===== src/rtl/ifu_pkg.sv =====
// ifu_pkg: shared constants and FSM encoding for the instruction fetch unit
package ifu_pkg;
    localparam int INSTR_WIDTH = 32;
    localparam logic [INSTR_WIDTH-1:0] NOP_INSTR = 32'h0000_0013;
    typedef enum logic [1:0] {S_REQ, S_WAIT, S_HOLD, S_KILL} state_e;
endpackage


===== src/rtl/ifu_dff_rst_en_clr.sv =====
// DFF_RST_EN_CLR: register with sync reset, clear-to-zero and load enable (rst > clr > en)
module DFF_RST_EN_CLR #(
    parameter int W = 1,
    parameter logic [W-1:0] RST_VAL = '0
) (
    input  logic         clk,
    input  logic         rst,
    input  logic         en,
    input  logic         clr,
    input  logic [W-1:0] d,
    output logic [W-1:0] q
);
    always_ff @(posedge clk)
        q <= rst ? RST_VAL : clr ? '0 : en ? d : q;
endmodule


===== src/rtl/ifu.sv =====
// ifu: PC generation, single-outstanding imem fetch and IF/ID register with one-deep hold buffer
module ifu import ifu_pkg::*; #(
    parameter logic [31:0] RESET_PC = 32'h0000_0000
) (
    input  logic                   clk_sys,
    input  logic                   rst_sys,
    output logic                   o_imem_req_vld,
    input  logic                   i_imem_req_rdy,
    output logic [31:0]            o_imem_addr,
    input  logic                   i_imem_rsp_vld,
    input  logic [INSTR_WIDTH-1:0] i_imem_rsp_instr,
    input  logic                   i_redirect,
    input  logic [31:0]            i_redirect_pc,
    input  logic                   i_if2id_stall,
    input  logic                   i_if2id_flush,
    output logic [31:0]            o_pc_d,
    output logic [INSTR_WIDTH-1:0] o_instr_d,
    output logic                   o_instr_vld
);
    state_e state, state_nxt;
    logic [31:0] pc;
    logic [INSTR_WIDTH-1:0] hold_instr, load_instr;
    logic [INSTR_WIDTH:0] ifid_q;
    logic hs, take, load;

    assign hs = o_imem_req_vld & i_imem_req_rdy;
    // an instruction may enter IF/ID only when neither stalled nor flushed; otherwise it parks in HOLD
    assign take = !i_if2id_stall & !i_if2id_flush;
    assign load = !i_redirect & take & ((state == S_WAIT & i_imem_rsp_vld) | state == S_HOLD);
    assign load_instr = state == S_HOLD ? hold_instr : i_imem_rsp_instr;

    always_ff @(posedge clk_sys)
        state <= rst_sys ? S_REQ : state_nxt;

    always_ff @(posedge clk_sys) begin
        if (rst_sys)
            pc <= RESET_PC;
        else if (i_redirect)
            pc <= i_redirect_pc & ~32'd3;
        else if (load)
            pc <= pc + 32'd4;
        if (state == S_WAIT & i_imem_rsp_vld & !i_redirect & !take)
            hold_instr <= i_imem_rsp_instr;
    end

    always_comb begin
        state_nxt = S_REQ;
        case (state)
            S_REQ:   state_nxt = hs ? (i_redirect ? S_KILL : S_WAIT) : S_REQ;
            S_WAIT:  state_nxt = i_imem_rsp_vld ? (i_redirect || take ? S_REQ : S_HOLD)
                                                : (i_redirect ? S_KILL : S_WAIT);
            S_HOLD:  state_nxt = i_redirect || take ? S_REQ : S_HOLD;
            S_KILL:  state_nxt = i_imem_rsp_vld ? S_REQ : S_KILL;
            default: state_nxt = S_REQ;
        endcase
    end

    always_comb begin
        o_imem_req_vld = state == S_REQ & !rst_sys;
        o_imem_addr = pc;
    end

    DFF_RST_EN_CLR #(.W(INSTR_WIDTH + 1)) u_ifid_instr (
        .clk(clk_sys),
        .rst(rst_sys),
        .en(load),
        .clr(i_redirect | i_if2id_flush),
        .d({1'b1, load_instr}),
        .q(ifid_q)
    );

    DFF_RST_EN_CLR #(.W(32)) u_ifid_pc (
        .clk(clk_sys),
        .rst(rst_sys),
        .en(load),
        .clr(1'b0),
        .d(pc),
        .q(o_pc_d)
    );

    // a cleared register holds zero; the bubble encoding is substituted on the way out
    assign o_instr_vld = ifid_q[INSTR_WIDTH];
    assign o_instr_d = o_instr_vld ? ifid_q[INSTR_WIDTH-1:0] : NOP_INSTR;
endmodule


===== config.mk =====
export PLATFORM = sky130hd
export DESIGN_NAME = ifu
export DESIGN_NICKNAME = d
export VERILOG_FILES = /design/src/rtl/ifu_pkg.sv /design/src/rtl/ifu_dff_rst_en_clr.sv /design/src/rtl/ifu.sv
export SDC_FILE = /design/constraint.sdc
export NUM_CORES = 1
export LEC_CHECK = 0
export CORE_MARGIN = 4
export CORE_UTILIZATION = 47
export CTS_CLUSTER_SIZE = 10
export DETAILED_ROUTE_END_ITERATION = 7
export PLACE_DENSITY = 0.8
export SLEW_MARGIN = 20
export SYNTH_ARGS = -nofsm -noshare
export SYNTH_HDL_FRONTEND = slang
export SYNTH_SLANG_ARGS = --single-unit

===== constraint.sdc =====
create_clock -name clk_sys -period 2.2 [get_ports clk_sys]
set_input_delay 0.22 -clock clk_sys [delete_from_list [all_inputs] [get_ports clk_sys]]
set_output_delay 0.22 -clock clk_sys [all_outputs]
set_load 0.05 [all_outputs]

==> results of run 1 <==
state kept, by name, summed over array words and instances (netlist names):
register	count
hold_instr	32
u_ifid_pc.q	30
u_ifid_instr.q	33
o_imem_addr	30
state	2
worst max path at each step:
stage	to	start	slack, ns
CTS	o_imem_addr[21]	o_imem_addr[21]	0.16
floorplan	o_imem_addr[31]	o_imem_addr[4]	0.05
global placement	o_imem_addr[11]	i_imem_rsp_vld	0.09
finish	o_imem_addr[21]	o_imem_addr[21]	0.18
global route	o_imem_addr[13]	state[0]	0.06
detailed placement	o_imem_addr[11]	i_imem_rsp_vld	-0.06
per-layer routing:
metal	part of all wire, %	global-route usage (%)	vias up
li1	-	-	2336
met1	42	28.4	2286
met2	49	35.7	188
met3	7.7	7.56	15
met4	1.0	6.73	0
met5	0	0	-
cell families (layout without fill, tap and decap cells):
| kind of cell | after synthesis | count (layout) | share of synthesized area (%) |
|---|---|---|---|
| and+or+nand+nor | 229 | 229 | 20.7 |
| AOI/OAI and AO/OA | 110 | 110 | 13.6 |
| muxes | 34 | 34 | 6.10 |
| adders and majority gates | 1 | 1 | 0.223 |
| xor gates and xnor gates | 24 | 24 | 3.75 |
| DFF | 127 | 127 | 51.1 |
| other | 1 | 4 | 0.0669 |
| buffers and inverters | 53 | 218 | 4.47 |
power by group through the flow:
stage	clock network (mW)	registers [mW]	logic, mW
global route	2.99	2.53	0.694
CTS	2.87	2.52	0.655
finish	2.83	2.53	0.651
floorplan	0	2.69	0.247
global placement	0	2.57	0.635
detailed placement	0	2.57	0.649
area by class of cell:
| type | count | area (um2) |
|---|---|---|
| inverters | 7 | 26.3 |
| flip-flops and latches | 127 | 2860 |
| clock inverters | 8 | 100 |
| well taps | 143 | 179 |
| clock buffers | 24 | 503 |
| multi-input cells | 402 | 2510 |
| fillers | 875 | 3320 |
| repair buffers | 179 | 2060 |
synthesized netlist by cell type, types with 6 or more instances:
library cell,count
sky130_fd_sc_hd__dfxtp_1,95
sky130_fd_sc_hd__nand2_1,82
sky130_fd_sc_hd__nor2_1,62
sky130_fd_sc_hd__a211oi_1,47
sky130_fd_sc_hd__a21oi_1,41
sky130_fd_sc_hd__and2_1,33
sky130_fd_sc_hd__mux2i_1,33
sky130_fd_sc_hd__edfxtp_1,32
sky130_fd_sc_hd__clkbuf_1,26
sky130_fd_sc_hd__xnor2_1,21
sky130_fd_sc_hd__buf_2,11
sky130_fd_sc_hd__nor3_1,7
sky130_fd_sc_hd__nor4_2,7
sky130_fd_sc_hd__inv_1,6
==> impl_results.html, run 1 <==
<table>
<tr><th>Metric</th><th>Value</th></tr>
<tr><th colspan="2">Status</th></tr>
<tr><td>Outcome</td><td>finished clean</td></tr>
<tr><th colspan="2">Die</th></tr>
<tr><td>Total Die Area</td><td>13700 um2</td></tr>
<tr><td>I/O pin count</td><td>169</td></tr>
<tr><td>Die span in y</td><td>117 um</td></tr>
<tr><td>Horizontal die dimension</td><td>117 um</td></tr>
<tr><td>Row Count</td><td>39</td></tr>
<tr><td>Core region area</td><td>11600 um2</td></tr>
<tr><td>Starting Density</td><td>48.4%</td></tr>
<tr><th colspan="2">Worst setup path</th></tr>
<tr><td>Crit path max-delay family</td><td>buffers and inverters</td></tr>
<tr><td>Worst reg2reg path depth</td><td>6</td></tr>
<tr><td>Max stage delay on crit path</td><td>0.87 ns</td></tr>
<tr><td>CP Capture Type</td><td>output port</td></tr>
<tr><td>Worst path bufs/invs</td><td>1</td></tr>
<tr><td>Cells traversed along the worst timing path</td><td>clkdlybuf4s50_1</td></tr>
<tr><td>RR Startpoint</td><td>state[0]</td></tr>
<tr><td>Slowest library cell on the worst path</td><td>sky130_fd_sc_hd__clkdlybuf4s50_1</td></tr>
<tr><td>Critical path class</td><td>flop to output port</td></tr>
<tr><td>Levels on crit path</td><td>1</td></tr>
<tr><td>Kind of start point of the critical path</td><td>flop</td></tr>
<tr><td>Setup slack of the most critical reg-to-reg path</td><td>0.25 ns</td></tr>
<tr><td>Crit path max fanout</td><td>5</td></tr>
<tr><td>R2R Path End</td><td>o_imem_addr[11]</td></tr>
<tr><td>Critical path data required time</td><td>1.98 ns</td></tr>
<tr><td>Data arrival time at the worst-slack endpoint</td><td>1.80 ns</td></tr>
<tr><th colspan="2">Logic synthesis</th></tr>
<tr><td>Fraction of synthesis flops using an asynchronous set or reset pin</td><td>0%</td></tr>
<tr><td>Number of enable flip-flop cells after synthesis</td><td>32</td></tr>
<tr><td>Top cell type's share of synthesized area</td><td>33.9%</td></tr>
<tr><td>Mean Syn Cell Area</td><td>9.68 um2</td></tr>
<tr><td>Top cells by area, synth</td><td>sky130_fd_sc_hd__dfxtp_1 (34%), sky130_fd_sc_hd__edfxtp_1 (17%), sky130_fd_sc_hd__a211oi_1 (6.3%), sky130_fd_sc_hd__mux2i_1 (5.9%), sky130_fd_sc_hd__nand2_1 (5.5%)</td></tr>
<tr><td>Number of instances in the synthesized netlist</td><td>579</td></tr>
<tr><td>Post-synth cell types</td><td>53</td></tr>
<tr><td>Most used flip-flop cell after synthesis</td><td>sky130_fd_sc_hd__dfxtp_1</td></tr>
<tr><td>Part of the Yosys area used for sequential elements</td><td>51.1%</td></tr>
<tr><td>Flops &amp; latches, synth</td><td>127</td></tr>
<tr><td>Cell type contributing the most total cell area after synthesis</td><td>sky130_fd_sc_hd__dfxtp_1</td></tr>
<tr><td>Area of the mapped netlist</td><td>5600 um2</td></tr>
<tr><td>Yosys warnings</td><td>0</td></tr>
<tr><th colspan="2">STA</th></tr>
<tr><td>Fin crit share</td><td>91.8%</td></tr>
<tr><td>Highest clock rate</td><td>0.495 GHz</td></tr>
<tr><td>Total count of max-transition violations in the final report</td><td>0</td></tr>
<tr><td>Shortest clock period the worst path allows after layout</td><td>2.02 ns</td></tr>
<tr><td>Headroom to the max-slew limit</td><td>61.6%</td></tr>
<tr><td>Final hold violation count</td><td>0</td></tr>
<tr><td>Final total negative setup slack</td><td>0 ns</td></tr>
<tr><td>Hold WS</td><td>0.232 ns</td></tr>
<tr><td>Total of endpoints with negative setup slack in the final report</td><td>0</td></tr>
<tr><td>Slew at the pin closest to its max-slew limit</td><td>0.576 ns</td></tr>
<tr><td>Worst path setup slack after routing</td><td>0.181 ns</td></tr>
<tr><td>Setup repair after global routing missed its margin</td><td>false</td></tr>
<tr><td>Worst Skew</td><td>0.00968 ns</td></tr>
<tr><th colspan="2">CTS</th></tr>
<tr><td>Maximum level of the CTS H-tree</td><td>4</td></tr>
<tr><td>CTS Buffer Depth</td><td>2</td></tr>
<tr><td>Clock sink count</td><td>127</td></tr>
<tr><td>TritonCTS Buffers</td><td>17</td></tr>
<tr><td>CTS tree</td><td>built</td></tr>
<tr><td>Clock latency reported for the late side of the worst-skew pair</td><td>0.41 ns</td></tr>
<tr><td>Cell at the root of the clock tree</td><td>sky130_fd_sc_hd__clkbuf_16</td></tr>
<tr><td># resized after CTS</td><td>0</td></tr>
<tr><td>Total setup buffers inserted after CTS</td><td>0</td></tr>
<tr><td>CTS Hold Buffers Added</td><td>0</td></tr>
<tr><td>Clock edge transition at the registers on the reported setup and hold paths</td><td>0.06 ns</td></tr>
<tr><th colspan="2">Global routing</th></tr>
<tr><td>Aggregate global routing overflow</td><td>0</td></tr>
<tr><td>Combined global-route utilization of all metal layers</td><td>22.2%</td></tr>
<tr><td>Via count of the first global-routing pass</td><td>4799</td></tr>
<tr><td>First-pass GRT wire length</td><td>23900 um</td></tr>
<tr><td>Pin count of the biggest net entering global routing</td><td>62</td></tr>
<tr><td>Initial antenna violation count</td><td>0</td></tr>
<tr><th colspan="2">Min path</th></tr>
<tr><td>Class of the tightest hold or removal check</td><td>primary input to flop</td></tr>
<tr><td>Worst hold path cell count</td><td>3</td></tr>
<tr><td>WHS Endpoint</td><td>o_imem_addr[27]</td></tr>
<tr><td>Hold Startpoint</td><td>rst_sys</td></tr>
<tr><th colspan="2">Route</th></tr>
<tr><td>Average wire length per cell after detail routing</td><td>16.8 um</td></tr>
<tr><td>ANT nets after route</td><td>0</td></tr>
<tr><td>Per-cell via count in the routed design</td><td>5.42</td></tr>
<tr><td>Number of optimization iterations in the first detailed-route pass</td><td>5</td></tr>
<tr><td>Total detailed-routing wirelength</td><td>15000 um</td></tr>
<tr><td>Number of DRC markers in iteration 0</td><td>305</td></tr>
<tr><td>Number of vias in the routed layout</td><td>4825</td></tr>
<tr><td>Post-detailed-route DRC marker count</td><td>0</td></tr>
<tr><th colspan="2">Power and ir drop</th></tr>
<tr><td>Static leakage</td><td>2.77 nW</td></tr>
<tr><td>Switching share of total power</td><td>24.0%</td></tr>
<tr><td>IR drop worst, VDD</td><td>0.441 mV</td></tr>
<tr><td>Power Total</td><td>6.00 mW</td></tr>
<tr><td>Combinational fraction of design power</td><td>10.8%</td></tr>
<tr><td>Proportion of power drawn by flip-flops and latches</td><td>42.1%</td></tr>
<tr><td>Internal power</td><td>4.56 mW</td></tr>
<tr><td>Switching power summed over all nets</td><td>1.44 mW</td></tr>
<tr><td>Pwr/cell area</td><td>728 nW/um2</td></tr>
<tr><td>Power share of the clock group</td><td>47.1%</td></tr>
<tr><th colspan="2">Layout</th></tr>
<tr><td>Layout Area Growth over Synthesis</td><td>47.1%</td></tr>
<tr><td>Commonest cells after routing, fill and taps aside</td><td>sky130_fd_sc_hd__clkdlybuf4s50_1 (129), sky130_fd_sc_hd__dfxtp_1 (95), sky130_fd_sc_hd__nand2_1 (82), sky130_fd_sc_hd__nor2_1 (62), sky130_fd_sc_hd__a211oi_1 (47)</td></tr>
<tr><td>Final cell utilization of the core</td><td>71.3%</td></tr>
<tr><td>Antenna diode count</td><td>0</td></tr>
<tr><td>Proportion of layout cells with a drive suffix above 1</td><td>13.3%</td></tr>
<tr><td>Final standard cell count with taps included and fillers excluded</td><td>890</td></tr>
<tr><td>Most common cell after layout, fill and taps aside</td><td>sky130_fd_sc_hd__clkdlybuf4s50_1</td></tr>
<tr><td>Number of nets in the layout</td><td>806</td></tr>
<tr><td>Final standard cell area without fillers</td><td>8240 um2</td></tr>
<tr><th colspan="2">Place</th></tr>
<tr><td>Final weighted congestion of routability-driven global placement</td><td>0.842</td></tr>
<tr><td>Post-DP HPWL</td><td>10400 um</td></tr>
<tr><td>Area after detailed placement</td><td>7640 um2</td></tr>
<tr><td>Number of I/O port buffers</td><td>162</td></tr>
<tr><td>Worst slack, placed</td><td>-0.0588 ns</td></tr>
<tr><td>Placed Cells incl. Taps</td><td>858</td></tr>
<tr><th colspan="2">Flow run</th></tr>
<tr><td>Count of maximum capacitance violations</td><td>0</td></tr>
</table>
No activity file was read; power rests on OpenSTA's default activity.
==> inputs of run 2 (changes only) <==
PLACE_DENSITY = 0.77   (was 0.8)
==> run 2 against run 1 <==
  * Die area did not move
  * Cell count rose by 0.11%
  * Clock-buffer cell count fell by 4
  * Critical path depth did not move
  * First-iteration DRC count fell by 11%
  * Combinational power rose by 1%
  * Clock power fell by 6%
  * Worst hold slack got worse by 0.0052 ns
  * Sequential cell count did not move
  * Sequential share of layout area rose by 0.14 points
  * Sequential power barely moved
  * Critical endpoint is now o_imem_addr[22]
  * Largest cell class unchanged
==> impl_results.html, run 2 (same netlist as run 1, synthesis figures left out) <==
<table>
<tr><th>Metric</th><th>Value</th></tr>
<tr><th colspan="2">Status</th></tr>
<tr><td>Outcome</td><td>finished clean</td></tr>
<tr><th colspan="2">Power and ir drop</th></tr>
<tr><td>IR drop worst, VDD</td><td>0.516 mV (+17%)</td></tr>
<tr><td>Power Total</td><td>5.85 mW (-2.6%)</td></tr>
<tr><td>Static leakage</td><td>2.76 nW (-0.27%)</td></tr>
<tr><td>Pwr/cell area</td><td>712 nW/um2 (-2.2%)</td></tr>
<tr><th colspan="2">Die</th></tr>
<tr><td>Die span in y</td><td>117 um (unchanged)</td></tr>
<tr><td>Horizontal die dimension</td><td>117 um (unchanged)</td></tr>
<tr><td>Row Count</td><td>39 (unchanged)</td></tr>
<tr><td>Starting Density</td><td>48.4% (unchanged)</td></tr>
<tr><td>I/O pin count</td><td>169 (unchanged)</td></tr>
<tr><td>Total Die Area</td><td>13700 um2 (unchanged)</td></tr>
<tr><td>Core region area</td><td>11600 um2 (unchanged)</td></tr>
<tr><th colspan="2">STA</th></tr>
<tr><td>Slew at the pin closest to its max-slew limit</td><td>0.574 ns (-0.00235 ns)</td></tr>
<tr><td>Total count of max-transition violations in the final report</td><td>0 (unchanged)</td></tr>
<tr><td>Final hold violation count</td><td>0 (unchanged)</td></tr>
<tr><td>Shortest clock period the worst path allows after layout</td><td>2.05 ns (+0.0269 ns)</td></tr>
<tr><td>Final total negative setup slack</td><td>0 ns (unchanged)</td></tr>
<tr><td>Worst path setup slack after routing</td><td>0.154 ns (-0.0269 ns)</td></tr>
<tr><td>Worst Skew</td><td>0.0128 ns (+0.00308 ns)</td></tr>
<tr><td>Fin crit share</td><td>93.0% (+1.2 points)</td></tr>
<tr><td>Setup repair after global routing missed its margin</td><td>false</td></tr>
<tr><td>Highest clock rate</td><td>0.489 GHz (-1.3%)</td></tr>
<tr><td>Total of endpoints with negative setup slack in the final report</td><td>0 (unchanged)</td></tr>
<tr><td>Hold WS</td><td>0.227 ns (-0.00517 ns)</td></tr>
<tr><td>Headroom to the max-slew limit</td><td>61.8% (+0.16 points)</td></tr>
<tr><th colspan="2">Min path</th></tr>
<tr><td>Class of the tightest hold or removal check</td><td>primary input to flop</td></tr>
<tr><th colspan="2">CTS</th></tr>
<tr><td>Maximum level of the CTS H-tree</td><td>4 (unchanged)</td></tr>
<tr><td>Total setup buffers inserted after CTS</td><td>0 (unchanged)</td></tr>
<tr><td>Cell at the root of the clock tree</td><td>sky130_fd_sc_hd__clkbuf_16</td></tr>
<tr><td>Clock latency reported for the late side of the worst-skew pair</td><td>0.42 ns (about the same)</td></tr>
<tr><td>CTS Buffer Depth</td><td>2 (unchanged)</td></tr>
<tr><td>TritonCTS Buffers</td><td>17 (unchanged)</td></tr>
<tr><td>CTS Hold Buffers Added</td><td>0 (unchanged)</td></tr>
<tr><td>Clock sink count</td><td>127 (unchanged)</td></tr>
<tr><td>Clock edge transition at the registers on the reported setup and hold paths</td><td>0.06 ns (about the same)</td></tr>
<tr><td># resized after CTS</td><td>0 (unchanged)</td></tr>
<tr><td>CTS tree</td><td>built</td></tr>
<tr><th colspan="2">Layout</th></tr>
<tr><td>Final standard cell area without fillers</td><td>8210 um2 (-0.41%)</td></tr>
<tr><td>Most common cell after layout, fill and taps aside</td><td>sky130_fd_sc_hd__clkdlybuf4s50_1</td></tr>
<tr><td>Flip-flop count of the largest register after layout</td><td>33 (unchanged)</td></tr>
<tr><td>Largest register by flop count</td><td>u_ifid_instr.q</td></tr>
<tr><td>Proportion of layout cells with a drive suffix above 1</td><td>13.6% (+0.38 points)</td></tr>
<tr><td>Number of nets in the layout</td><td>807 (+0.12%)</td></tr>
<tr><td>Commonest cells after routing, fill and taps aside</td><td>sky130_fd_sc_hd__clkdlybuf4s50_1 (128), sky130_fd_sc_hd__dfxtp_1 (95), sky130_fd_sc_hd__nand2_1 (82), sky130_fd_sc_hd__nor2_1 (62), sky130_fd_sc_hd__a211oi_1 (47)</td></tr>
<tr><td>Leading registers by flop count</td><td>u_ifid_instr.q x33, hold_instr x32</td></tr>
<tr><td>Layout Area Growth over Synthesis</td><td>46.5%</td></tr>
<tr><td>Antenna diode count</td><td>0 (unchanged)</td></tr>
<tr><th colspan="2">Place</th></tr>
<tr><td>Final weighted congestion of routability-driven global placement</td><td>0.835 (-0.76%)</td></tr>
<tr><td>Area after detailed placement</td><td>7640 um2 (about the same)</td></tr>
<tr><td>Worst slack, placed</td><td>-0.0317 ns (+0.0271 ns)</td></tr>
<tr><td>Number of I/O port buffers</td><td>162 (unchanged)</td></tr>
<tr><td>Post-DP HPWL</td><td>10500 um (+1.3%)</td></tr>
<tr><th colspan="2">Global routing</th></tr>
<tr><td>Aggregate global routing overflow</td><td>0 (unchanged)</td></tr>
<tr><td>Pin count of the biggest net entering global routing</td><td>57 (-8.1%)</td></tr>
<tr><td>Combined global-route utilization of all metal layers</td><td>22.6% (+0.41 points)</td></tr>
<tr><td>Via count of the first global-routing pass</td><td>4825 (+0.54%)</td></tr>
<tr><td>Initial antenna violation count</td><td>0 (unchanged)</td></tr>
<tr><td>First-pass GRT wire length</td><td>24100 um (+0.84%)</td></tr>
<tr><th colspan="2">Worst setup path</th></tr>
<tr><td>Critical path class</td><td>flop to output port</td></tr>
<tr><td>Data arrival time at the worst-slack endpoint</td><td>1.83 ns (+0.03 ns)</td></tr>
<tr><td>Max stage delay on crit path</td><td>0.88 ns (about the same)</td></tr>
<tr><td>Critical path data required time</td><td>1.98 ns (about the same)</td></tr>
<tr><td>Kind of start point of the critical path</td><td>flop</td></tr>
<tr><td>Worst path bufs/invs</td><td>1 (unchanged)</td></tr>
<tr><td>Cells traversed along the worst timing path</td><td>clkdlybuf4s50_1</td></tr>
<tr><td>CP Capture Type</td><td>output port</td></tr>
<tr><td>Slowest library cell on the worst path</td><td>sky130_fd_sc_hd__clkdlybuf4s50_1</td></tr>
<tr><td>Crit path max fanout</td><td>9 (+4)</td></tr>
<tr><td>Crit path max-delay family</td><td>buffers and inverters</td></tr>
<tr><th colspan="2">Route</th></tr>
<tr><td>Post-detailed-route DRC marker count</td><td>0 (unchanged)</td></tr>
<tr><td>Number of optimization iterations in the first detailed-route pass</td><td>4 (-1)</td></tr>
<tr><td>ANT nets after route</td><td>0 (unchanged)</td></tr>
<tr><td>Average wire length per cell after detail routing</td><td>16.9 um (+0.48%)</td></tr>
<tr><td>Total detailed-routing wirelength</td><td>15000 um (+0.59%)</td></tr>
<tr><td>Per-cell via count in the routed design</td><td>5.41 (-0.28%)</td></tr>
<tr><td>Number of vias in the routed layout</td><td>4817 (-0.17%)</td></tr>
<tr><td>Number of DRC markers in iteration 0</td><td>271 (-11%)</td></tr>
<tr><th colspan="2">Flow run</th></tr>
<tr><td>Count of maximum capacitance violations</td><td>0 (unchanged)</td></tr>
</table>
==> run 2: worst paths after layout <==
| path | startpoint | end | slack, ns | cells after the start |
|---|---|---|---|---|
| worst max-delay path | o_imem_addr[22] | o_imem_addr[22] | 0.15 | 1 |
| worst min-delay path | rst_sys | u_ifid_pc.q[25] | 0.23 | 2 |
| worst max register to register | o_imem_addr[9] | o_imem_addr[31] | 0.27 | 5 |
| worst min register to register | u_ifid_pc.q[30] | u_ifid_pc.q[30] | 0.45 | 2 |
==> run 2: final cells by class <==
cell class,instances,area [um2]
timing repair buffer,180,2070
tap,143,179
fill,836,3360
clock inverter,12,118
clock buffer,20,447
sequential,127,2860
inverter,7,26.3
multi-input combinational,402,2510
==> run 2: power breakdown <==
group / internal [mW] / total [mW] / switching, mW
sequential: 2.45 / 2.53 / 0.0736
combinational: 0.281 / 0.658 / 0.377
clock: 1.68 / 2.66 / 0.983
==> run 2: metrics by stage <==
| stage | std cells | util (%) |
|---|---|---|
| detailed placement | 859 | 66.1 |
| finish | 891 | 71.0 |
| floorplan | 582 | - |
| CTS | 891 | 71.0 |
| global placement | 859 | 66.1 |
| global route | 891 | 71.0 |
==> run 2: routing by layer <==
layer	share of wire, %	global-route usage (%)	up-vias
met4	1.3	9.48	0
met5	0	0	-
met2	48	36.8	195
met1	43	27.5	2254
li1	-	-	2349
met3	8.4	7.40	19
==> inputs of run 3 (changes only) <==
CELL_PAD_IN_SITES_DETAIL_PLACEMENT = 1   (was default)
CELL_PAD_IN_SITES_GLOBAL_PLACEMENT = 2   (was default)
CORE_UTILIZATION = 28   (was 47)
==> run 3 against run 2 <==
  * Cell count increased by 15%
  * Non-clock buffer count grew 12
  * Worst hold slack got worse by 0.043 ns
  * First-iteration DRC count fell by 38%
  * Via count grew 1.7%
  * Critical path type unchanged
  * Critical endpoint is now o_imem_addr[21]
  * Largest cell class unchanged
==> impl_results.html, run 3 (same netlist as run 1, synthesis figures left out) <==
<table>
<tr><th>Metric</th><th>Value</th></tr>
<tr><th colspan="2">Layout</th></tr>
<tr><td>FILL cells</td><td>2172 (+160%)</td></tr>
<tr><td>Number of nets in the layout</td><td>819 (+1.5%)</td></tr>
<tr><td>Commonest cells after routing, fill and taps aside</td><td>sky130_fd_sc_hd__clkdlybuf4s50_1 (128), sky130_fd_sc_hd__dfxtp_1 (95), sky130_fd_sc_hd__nand2_1 (82), sky130_fd_sc_hd__nor2_1 (62), sky130_fd_sc_hd__a211oi_1 (47)</td></tr>
<tr><td>Largest register by flop count</td><td>u_ifid_instr.q</td></tr>
<tr><td>Antenna diode count</td><td>0 (unchanged)</td></tr>
<tr><td>Most common cell after layout, fill and taps aside</td><td>sky130_fd_sc_hd__clkdlybuf4s50_1</td></tr>
<tr><td>Layout Area Growth over Synthesis</td><td>52.0%</td></tr>
<tr><td>Leading registers by flop count</td><td>u_ifid_instr.q x33, hold_instr x32</td></tr>
<tr><td>Final cell utilization of the core</td><td>43.5% (-28 points)</td></tr>
<tr><td>Flip-flop count of the largest register after layout</td><td>33 (unchanged)</td></tr>
<tr><td>Proportion of layout cells with a drive suffix above 1</td><td>15.0% (+1.4 points)</td></tr>
<tr><th colspan="2">Power and ir drop</th></tr>
<tr><td>Static leakage</td><td>2.83 nW (+2.4%)</td></tr>
<tr><td>Power Total</td><td>6.06 mW (+3.7%)</td></tr>
<tr><td>Pwr/cell area</td><td>712 nW/um2 (about the same)</td></tr>
<tr><td>IR drop worst, VDD</td><td>0.515 mV (about the same)</td></tr>
<tr><th colspan="2">Worst setup path</th></tr>
<tr><td>Data arrival time at the worst-slack endpoint</td><td>1.78 ns (-0.05 ns)</td></tr>
<tr><td>Cells traversed along the worst timing path</td><td>clkdlybuf4s50_1</td></tr>
<tr><td>Critical path data required time</td><td>1.98 ns (about the same)</td></tr>
<tr><td>Launch point of the worst path</td><td>o_imem_addr[21]</td></tr>
<tr><td>Crit path max fanout</td><td>5 (-4)</td></tr>
<tr><td>Worst reg2reg path depth</td><td>5 (unchanged)</td></tr>
<tr><td>Worst path bufs/invs</td><td>1 (unchanged)</td></tr>
<tr><td>Critical path class</td><td>flop to output port</td></tr>
<tr><td>Kind of start point of the critical path</td><td>flop</td></tr>
<tr><td>Max stage delay on crit path</td><td>0.87 ns (about the same)</td></tr>
<tr><td>Levels on crit path</td><td>1 (unchanged)</td></tr>
<tr><td>Crit path to</td><td>o_imem_addr[21]</td></tr>
<tr><td>R2R Path End</td><td>o_imem_addr[31]</td></tr>
<tr><td>CP Capture Type</td><td>output port</td></tr>
<tr><td>Crit path max-delay family</td><td>buffers and inverters</td></tr>
<tr><td>Setup slack of the most critical reg-to-reg path</td><td>0.25 ns (-0.02 ns)</td></tr>
<tr><td>RR Startpoint</td><td>o_imem_addr[7]</td></tr>
<tr><td>Slowest library cell on the worst path</td><td>sky130_fd_sc_hd__clkdlybuf4s50_1</td></tr>
<tr><th colspan="2">Place</th></tr>
<tr><td>Number of I/O port buffers</td><td>162 (unchanged)</td></tr>
<tr><td>Worst slack, placed</td><td>-0.0286 ns (+0.00310 ns)</td></tr>
<tr><td>Post-DP HPWL</td><td>12800 um (+22%)</td></tr>
<tr><td>Final weighted congestion of routability-driven global placement</td><td>0.758 (-9.3%)</td></tr>
<tr><th colspan="2">CTS</th></tr>
<tr><td>Clock edge transition at the registers on the reported setup and hold paths</td><td>0.06 ns (about the same)</td></tr>
<tr><td>CTS Buffer Depth</td><td>2 (unchanged)</td></tr>
<tr><td>Clock latency reported for the late side of the worst-skew pair</td><td>0.41 ns (about the same)</td></tr>
<tr><td>Cell at the root of the clock tree</td><td>sky130_fd_sc_hd__clkbuf_16</td></tr>
<tr><td>CTS Hold Buffers Added</td><td>0 (unchanged)</td></tr>
<tr><td>CTS tree</td><td>built</td></tr>
<tr><td>TritonCTS Buffers</td><td>17 (unchanged)</td></tr>
<tr><td>Total setup buffers inserted after CTS</td><td>0 (unchanged)</td></tr>
<tr><td>Clock sink count</td><td>127 (unchanged)</td></tr>
<tr><td># resized after CTS</td><td>0 (unchanged)</td></tr>
<tr><td>Maximum level of the CTS H-tree</td><td>4 (unchanged)</td></tr>
<tr><th colspan="2">Global routing</th></tr>
<tr><td>Initial antenna violation count</td><td>0 (unchanged)</td></tr>
<tr><td>Pin count of the biggest net entering global routing</td><td>59 (+3.5%)</td></tr>
<tr><td>First-pass GRT wire length</td><td>28200 um (+17%)</td></tr>
<tr><td>Combined global-route utilization of all metal layers</td><td>16.1% (-6.5 points)</td></tr>
<tr><td>Via count of the first global-routing pass</td><td>5265 (+9.1%)</td></tr>
<tr><td>Aggregate global routing overflow</td><td>0 (unchanged)</td></tr>
<tr><th colspan="2">Flow run</th></tr>
<tr><td>Count of maximum capacitance violations</td><td>0 (unchanged)</td></tr>
<tr><th colspan="2">Status</th></tr>
<tr><td>Outcome</td><td>finished clean</td></tr>
<tr><th colspan="2">STA</th></tr>
<tr><td>Worst path setup slack after routing</td><td>0.204 ns (+0.0502 ns)</td></tr>
<tr><td>Slew at the pin closest to its max-slew limit</td><td>0.608 ns (+0.0340 ns)</td></tr>
<tr><td>Fin crit share</td><td>90.7% (-2.3 points)</td></tr>
<tr><td>Headroom to the max-slew limit</td><td>59.4% (-2.4 points)</td></tr>
<tr><td>Total count of max-transition violations in the final report</td><td>0 (unchanged)</td></tr>
<tr><td>Setup repair after global routing missed its margin</td><td>false</td></tr>
<tr><td>Highest clock rate</td><td>0.501 GHz (+2.5%)</td></tr>
<tr><td>Shortest clock period the worst path allows after layout</td><td>2.00 ns (-0.0502 ns)</td></tr>
<tr><td>Total of endpoints with negative setup slack in the final report</td><td>0 (unchanged)</td></tr>
<tr><td>Worst Skew</td><td>0.00600 ns (-0.00676 ns)</td></tr>
<tr><td>Final hold violation count</td><td>0 (unchanged)</td></tr>
<tr><th colspan="2">Route</th></tr>
<tr><td>Number of DRC markers in iteration 0</td><td>168 (-38%)</td></tr>
<tr><td>Post-detailed-route DRC marker count</td><td>0 (unchanged)</td></tr>
<tr><td>Per-cell via count in the routed design</td><td>4.78 (-12%)</td></tr>
<tr><td>Average wire length per cell after detail routing</td><td>17.4 um (+3.0%)</td></tr>
<tr><td>ANT nets after route</td><td>0 (unchanged)</td></tr>
<tr><td>Number of vias in the routed layout</td><td>4897 (+1.7%)</td></tr>
<tr><td>Total detailed-routing wirelength</td><td>17800 um (+18%)</td></tr>
<tr><td>Number of optimization iterations in the first detailed-route pass</td><td>4 (unchanged)</td></tr>
<tr><th colspan="2">Die</th></tr>
<tr><td>Row Count</td><td>51 (+31%)</td></tr>
<tr><td>Horizontal die dimension</td><td>149 um (+28%)</td></tr>
<tr><td>Starting Density</td><td>28.6% (-20 points)</td></tr>
<tr><td>I/O pin count</td><td>169 (unchanged)</td></tr>
<tr><td>Die span in y</td><td>149 um (+28%)</td></tr>
<tr><td>Total Die Area</td><td>22300 um2 (+63%)</td></tr>
<tr><td>Core region area</td><td>19600 um2 (+69%)</td></tr>
<tr><th colspan="2">Min path</th></tr>
<tr><td>Class of the tightest hold or removal check</td><td>primary input to flop</td></tr>
</table>
[run 3: cell type report]
cell class / instances / area (um2) / share of cell area (%)
Sequential cell: 127 / 2860 / 33.6
Inverter: 7 / 26.3 / 0.309
Multi-Input combinational cell: 402 / 2510 / 29.4
Clock buffer: 18 / 439 / 5.16
Clock inverter: 14 / 164 / 1.92
Tap cell: 265 / 332 / 3.89
Timing Repair Buffer: 192 / 2180 / 25.7
[run 3: worst min-delay path by stage]
stage / start / endpoint / slack (ns) / cells after the start
floorplan: i_imem_rsp_instr[0] / hold_instr[0] / 0.32 / 0
detailed placement: u_ifid_pc.q[24] / u_ifid_pc.q[24] / 0.45 / 2
CTS: rst_sys / u_ifid_pc.q[24] / 0.17 / 2
global placement: u_ifid_pc.q[8] / u_ifid_pc.q[8] / 0.44 / 2
global route: rst_sys / u_ifid_pc.q[22] / 0.19 / 2
finish: rst_sys / u_ifid_pc.q[24] / 0.18 / 2
[run 3: power by group]
part | internal [mW] | switching, mW | leakage, nW
Sequential | 2.45 | 0.0538 | 1.06
Clock | 1.81 | 1.04 | 0.284
Combinational | 0.303 | 0.410 | 1.48
[run 3: stage by stage]
| step | hold slack (ns) | setup TNS, ns | area (um2) | std cells |
|---|---|---|---|---|
| after CTS | 0.169 | 0 | 8520 | 1025 |
| after global routing | 0.186 | 0 | 8520 | 1025 |
| final | 0.184 | 0 | 8520 | 1025 |
| after global placement | 0.444 | 0 | 7910 | 993 |
| after detailed placement | 0.449 | -0.0286 | 7910 | 993 |
| after floorplan | 0.319 | 0 | 5610 | 582 |
[run 3: layer usage]
layer,track usage [%],part of all wire [%]
met4,4.35,0.98
met3,6.03,7.2
met1,18.8,42
met5,0,0
met2,27.7,50
